===== config.mk =====
export PLATFORM = sky130hd
export DESIGN_NAME = sig_freq_meter
export DESIGN_NICKNAME = d
export VERILOG_FILES = /design/src/rtl/sig_meas_pkg.sv /design/src/rtl/xing_detect.sv /design/src/rtl/sig_freq_meter.sv
export SDC_FILE = /design/constraint.sdc
export NUM_CORES = 1
export LEC_CHECK = 0
export CAP_MARGIN = 20
export CORE_ASPECT_RATIO = 2
export CORE_MARGIN = 10
export CORE_UTILIZATION = 40
export CTS_CLUSTER_SIZE = 20
export DETAILED_ROUTE_END_ITERATION = 7
export PLACE_DENSITY_LB_ADDON = 0.3
export SYNTH_ARGS = -nofsm -noshare
export SYNTH_HDL_FRONTEND = slang
export SYNTH_HIERARCHICAL = 1
export SYNTH_SLANG_ARGS = --single-unit

===== constraint.sdc =====
create_clock -name clk -period 2.8 [get_ports clk]
set_input_delay 0.42 -clock clk [delete_from_list [all_inputs] [get_ports clk]]
set_output_delay 0.42 -clock clk [all_outputs]
set_load 0.1 [all_outputs]

===== src/rtl/sig_meas_pkg.sv =====
// Shared types and helpers for the signal frequency meter.
package sig_meas_pkg;

  typedef enum logic [1:0] {
    StIdle,
    StArm,
    StMeas,
    StDone
  } meas_state_e;

  localparam int unsigned CNT_W = 32;

  // Edge counter must be able to hold N_PER itself, not just N_PER-1.
  function automatic int unsigned edge_cnt_width(input int unsigned n_per);
    return (n_per < 1) ? 1 : $clog2(n_per + 1);
  endfunction

endpackage


===== src/rtl/xing_detect.sv =====
// Rising mid-level crossing detector with hysteresis; rise pulses one clock after the sample.
module xing_detect #(
  parameter int unsigned DW   = 12,
  parameter int unsigned MID  = 2048,
  parameter int unsigned HYST = 64
) (
  input  logic          clk,
  input  logic          rst_n,
  input  logic          en,
  input  logic          adc_valid,
  input  logic [DW-1:0] adc_data,
  output logic          rise
);

  if (((MID + HYST) > ((32'd1 << DW) - 32'd1)) || (MID < HYST)) begin : g_bad_thresholds
    $error("xing_detect: thresholds MID+/-HYST fall outside the sample range");
  end

  localparam logic [DW:0] THR_HI = (DW + 1)'(MID + HYST);
  localparam logic [DW:0] THR_LO = (DW + 1)'(MID - HYST);

  logic          level_hi_q, level_hi_d;
  logic          rise_q, rise_d;
  logic [DW:0]   sample_ext;

  assign sample_ext = {1'b0, adc_data};

  always_comb begin
    level_hi_d = level_hi_q;
    rise_d     = 1'b0;
    if (!en) begin
      level_hi_d = 1'b0;
    end else if (adc_valid) begin
      if (sample_ext >= THR_HI && !level_hi_q) begin
        level_hi_d = 1'b1;
        rise_d     = 1'b1;
      end else if (sample_ext <= THR_LO) begin
        level_hi_d = 1'b0;
      end
    end
  end

  always_ff @(posedge clk or negedge rst_n) begin
    if (!rst_n) begin
      level_hi_q <= 1'b0;
      rise_q     <= 1'b0;
    end else begin
      level_hi_q <= level_hi_d;
      rise_q     <= rise_d;
    end
  end

  assign rise = rise_q;

endmodule


===== src/rtl/sig_freq_meter.sv =====
// Counts system clocks across N_PER signal periods; pulses meas_valid with the span or a timeout.
module sig_freq_meter
  import sig_meas_pkg::*;
#(
  parameter int unsigned DW          = 12,
  parameter int unsigned MID         = 2048,
  parameter int unsigned HYST        = 64,
  parameter int unsigned N_PER       = 16,
  parameter int unsigned TIMEOUT_CYC = 50000000
) (
  input  logic             clk,
  input  logic             rst_n,
  input  logic             meas_en,
  input  logic             start,
  input  logic             adc_valid,
  input  logic [DW-1:0]    adc_data,
  output logic             meas_busy,
  output logic             meas_valid,
  output logic             meas_timeout,
  output logic [CNT_W-1:0] period_sum
);

  if (N_PER < 1) begin : g_bad_n_per
    $error("sig_freq_meter: N_PER must be at least 1");
  end
  if (TIMEOUT_CYC < 1) begin : g_bad_timeout
    $error("sig_freq_meter: TIMEOUT_CYC must be at least 1");
  end

  localparam int unsigned      EW        = edge_cnt_width(N_PER);
  localparam logic [EW-1:0]    LAST_EDGE = EW'(N_PER - 1);
  localparam logic [CNT_W-1:0] TMO_LAST  = CNT_W'(TIMEOUT_CYC - 1);

  meas_state_e      state_q, state_d;
  logic             busy_q, busy_d;
  logic             valid_q, valid_d;
  logic             timeout_q, timeout_d;
  logic [CNT_W-1:0] period_sum_q, period_sum_d;
  logic [CNT_W-1:0] tmo_cnt_q, tmo_cnt_d;
  logic [CNT_W-1:0] clk_cnt_q, clk_cnt_d;
  logic [EW-1:0]    edge_cnt_q, edge_cnt_d;
  logic             rise;
  logic             tmo_hit;

  xing_detect #(
    .DW   (DW),
    .MID  (MID),
    .HYST (HYST)
  ) u_xing_detect (
    .clk       (clk),
    .rst_n     (rst_n),
    .en        (meas_en),
    .adc_valid (adc_valid),
    .adc_data  (adc_data),
    .rise      (rise)
  );

  assign tmo_hit = (tmo_cnt_q == TMO_LAST);

  always_comb begin
    state_d      = state_q;
    timeout_d    = timeout_q;
    period_sum_d = period_sum_q;
    tmo_cnt_d    = tmo_cnt_q;
    clk_cnt_d    = clk_cnt_q;
    edge_cnt_d   = edge_cnt_q;

    if (!meas_en) begin
      state_d = StIdle;
    end else begin
      unique case (state_q)
        StIdle: begin
          if (start) begin
            state_d    = StArm;
            tmo_cnt_d  = '0;
            edge_cnt_d = '0;
          end
        end
        StArm: begin
          tmo_cnt_d = tmo_cnt_q + CNT_W'(1);
          // A first edge on the last allowed cycle cannot complete, so timeout wins here.
          if (tmo_hit) begin
            state_d      = StDone;
            period_sum_d = '0;
            timeout_d    = 1'b1;
          end else if (rise) begin
            state_d    = StMeas;
            clk_cnt_d  = '0;
            edge_cnt_d = '0;
          end
        end
        StMeas: begin
          tmo_cnt_d = tmo_cnt_q + CNT_W'(1);
          clk_cnt_d = clk_cnt_q + CNT_W'(1);
          if (rise) begin
            edge_cnt_d = edge_cnt_q + EW'(1);
          end
          // Terminal edge takes priority over a coincident timeout.
          if (rise && edge_cnt_q == LAST_EDGE) begin
            state_d      = StDone;
            period_sum_d = clk_cnt_q + CNT_W'(1);
            timeout_d    = 1'b0;
          end else if (tmo_hit) begin
            state_d      = StDone;
            period_sum_d = '0;
            timeout_d    = 1'b1;
          end
        end
        StDone: begin
          state_d = StIdle;
        end
      endcase
    end

    busy_d  = (state_d == StArm) || (state_d == StMeas);
    valid_d = (state_d == StDone);
  end

  always_ff @(posedge clk or negedge rst_n) begin
    if (!rst_n) begin
      state_q      <= StIdle;
      busy_q       <= 1'b0;
      valid_q      <= 1'b0;
      timeout_q    <= 1'b0;
      period_sum_q <= '0;
      tmo_cnt_q    <= '0;
      clk_cnt_q    <= '0;
      edge_cnt_q   <= '0;
    end else begin
      state_q      <= state_d;
      busy_q       <= busy_d;
      valid_q      <= valid_d;
      timeout_q    <= timeout_d;
      period_sum_q <= period_sum_d;
      tmo_cnt_q    <= tmo_cnt_d;
      clk_cnt_q    <= clk_cnt_d;
      edge_cnt_q   <= edge_cnt_d;
    end
  end

  assign meas_busy    = busy_q;
  assign meas_valid   = valid_q;
  assign meas_timeout = timeout_q;
  assign period_sum   = period_sum_q;

endmodule


==> qor.txt <==
status -> complete, no violations
initial antenna violation count -> 0
Async SR Flop Fraction -> 100%
commonest cells in the netlist -> 108 x dfrtp_1, 77 x o21ai_0, 73 x nand2_1, 60 x nor2_1, 29 x nand3_1
power density over the cells -> 573 nW/um2
Yosys top cell area share -> 48.0%
First-pass DRT Iterations -> 4
Die Span Y -> 188 um
I/O Buffers -> 51
Post-Route WL -> 14000 um
startpoint types -> flip-flop
CTS tree -> built
WP data required -> 3.03 ns
Slew headroom -> 64.1%
Hold Buf Count CTS -> 0
average wire per standard cell -> 16.1 um
H-tree levels -> 3
setup ws final -> 0.0957 ns
met3 global-route usage -> 2.58%
Top delay family on crit path -> simple AND/OR/NAND/NOR gates
clock-pin slew on the worst setup and hold paths -> 0.08 ns
sequential fraction of the synthesis area -> 48.0%
vias in the first global route -> 4967
most frequent cell after synthesis -> dfrtp_1
Leak -> 2.87 nW
Place WS -> -0.0365 ns
routability cong. -> 0.901
Post-synth EDFFs -> 0
crit-path max cell delay -> 0.58 ns
IO Pins -> 52
Least-Margin Pin Slew -> 0.533 ns
NumNets Final -> 699
core footprint -> 13900 um2
setup violators final -> 0
DP Wirelength -> 10700 um
MaxCap Viol Count -> 0
reg2reg end -> meas_busy
synth warn -> 6
DR vias/cell -> 5.41
row cnt -> 61
R2R Path Start -> tmo_cnt_q[27]
Cell Chain, Critical Path -> or4b_1 > or4_4 > nor4_4 > buf_4 > o31a_1 > o311a_1 > ha_1
crit share post-route -> 96.6%
FILL cells -> 1356
pin count of the biggest net entering global routing -> 46
DRT iter0 DRCs -> 226
Tightest Hold Check Type -> in2async
kind of critical path -> reg2reg
Clock Tree Buf Depth -> 2
# diodes -> 0
max-slew violations -> 0
Gate Count Post-Synth -> 614
critical path peak fanout -> 4
Critical Path End Type -> flip-flop
Critical Path Stages -> 7
fmax -> 0.370 GHz
GRT busiest layer -> met2
share of cells above drive strength 1 -> 13.1%
area leader, netlist -> dfrtp_1
synth top area cells -> dfrtp_1 48%, o21ai_0 6.8%, nand2_1 4.9%, xnor2_1 4.0%, nor2_1 4.0%
Min Hold Slack -> 0.00800 ns
Register-to-Register Setup Slack -> 0.1 ns
Starting Density -> 40.6%
R2R depth -> 7
RSZ-0062 raised after global routing -> false
TNS Setup -> 0 ns
width of the chip -> 104 um
DRC violations left -> 0
average footprint of a synthesized cell -> 9.17 um2
Global Route met2 Usage -> 27.9%
Sink Count -> 108
later-pin clock latency in the skew report -> 0.35 ns
min cycle time layout -> 2.70 ns
grt ovf -> 0
Arr. time, crit path -> 2.93 ns
endpoints failing hold -> 0
synthesis-to-finish area growth -> 18.7%
gr usage total -> 14.7%
Final Util -> 48.1%
Synth Flop Type -> dfrtp_1
Synth cell types -> 52
peak supply drop -> 0.415 mV
routing usage on met1 -> 14.5%
Yosys reg bits -> 108
first-pass GRT wire length -> 24000 um
Mapped Area -> 5630 um2
CTS root buffer -> clkbuf_16
Critical-path top delay cell -> or4_4
clk_skew -> 0.0139 ns
DIE AREA -> 19500 um2
Num CTS Buffers -> 9
DRT antenna net count -> 0
vias -> 4686
buffer and inverter count on the worst path -> 1
Syn Nets -> 641
==> metrics by stage <==
step,power (W),instances,area [um2]
after floorplan,0.00226,614,5630
after global placement,0.00254,849,6370
after detailed placement,0.00257,849,6370
after CTS,0.00386,865,6670
after global routing,0.00405,866,6690
final,0.00383,866,6690
==> kinds of logic after synthesis <==
kind of cell / after synthesis / synth area share [%]
compound gates: 148 / 16.0
fa+ha+maj: 10 / 2.22
flops: 108 / 48.0
xor+xnor: 49 / 7.62
simple gates: 253 / 22.3
mux: 2 / 0.378
buf+inv: 44 / 3.58
==> state kept, by name, indices dropped and copies added (netlist names) <==
| register | count |
|---|---|
| u_xing_detect/rise | 1 |
| u_xing_detect/level_hi_q | 1 |
| meas_busy | 1 |
| clk_cnt_q | 32 |
| period_sum | 32 |
| state_q | 2 |
| meas_timeout | 1 |
| edge_cnt_q | 5 |
| tmo_cnt_q | 32 |
| meas_valid | 1 |
==> how the worst max path moves through the flow <==
stage	from	to	slack (ns)
CTS	tmo_cnt_q[27]	meas_busy	0.06
global placement	tmo_cnt_q[26]	meas_busy	-0.03
global route	tmo_cnt_q[27]	clk_cnt_q[14]	0.009
detailed placement	tmo_cnt_q[27]	meas_busy	-0.04
finish	tmo_cnt_q[27]	meas_busy	0.1
floorplan	tmo_cnt_q[7]	clk_cnt_q[31]	0.21
==> cells in the final DEF (no fill, tap or decap), types with 4 or more instances in the layout <==
master | Yosys | layout
dfrtp_1 | 108 | 108
o21ai_0 | 77 | 77
nand2_1 | 73 | 73
nor2_1 | 60 | 60
buf_4 | 3 | 60
nand3_1 | 29 | 29
xnor2_1 | 26 | 26
xor2_1 | 23 | 23
a21oi_1 | 20 | 19
o31ai_1 | 16 | 16
nand4_1 | 15 | 15
clkdlybuf4s50_1 | 0 | 15
inv_1 | 13 | 13
nor3_1 | 12 | 12
or3_1 | 12 | 12
and3_1 | 12 | 12
ha_1 | 10 | 10
clkbuf_16 | 0 | 9
nand2b_1 | 8 | 8
a22o_1 | 6 | 6
and2_1 | 6 | 6
nor4_1 | 6 | 6
o41ai_1 | 5 | 5
and4_1 | 5 | 5
a31oi_1 | 4 | 4
o22ai_1 | 4 | 4
==> per-layer routing <==
metal / wire length (um) / up-vias
met4: 506 / 0
met3: 330 / 33
met1: 5240 / 2272
li1: - / 2288
met5: 0 / -
met2: 7880 / 93
==> timing repair <==
action | CTS | global route
setup endpoints to repair | 1 | 1
buffers inserted | 0 | 1
gates resized for setup | 0 | 1
pin swaps | 1 | 1
==> area by class of cell <==
class                      instances  area, um2  area share, %
clock inverter                     6       71.3           1.07
timing repair buffer              78        661           9.88
clock buffer                      10        229           3.43
inverter                          13       48.8          0.730
multi-input combinational        462       2740           40.9
tap                              189        236           3.54
sequential                       108       2700           40.4
==> power breakdown <==
| part | switching [W] | leakage [nW] | internal, W | total, W |
|---|---|---|---|---|
| sequential | 0.0000637 | 1.50 | 0.00161 | 0.00168 |
| combinational | 0.000567 | 1.23 | 0.000305 | 0.000872 |
| clock | 0.000583 | 0.140 | 0.000702 | 0.00129 |
(Power assumes the default switching activity.)
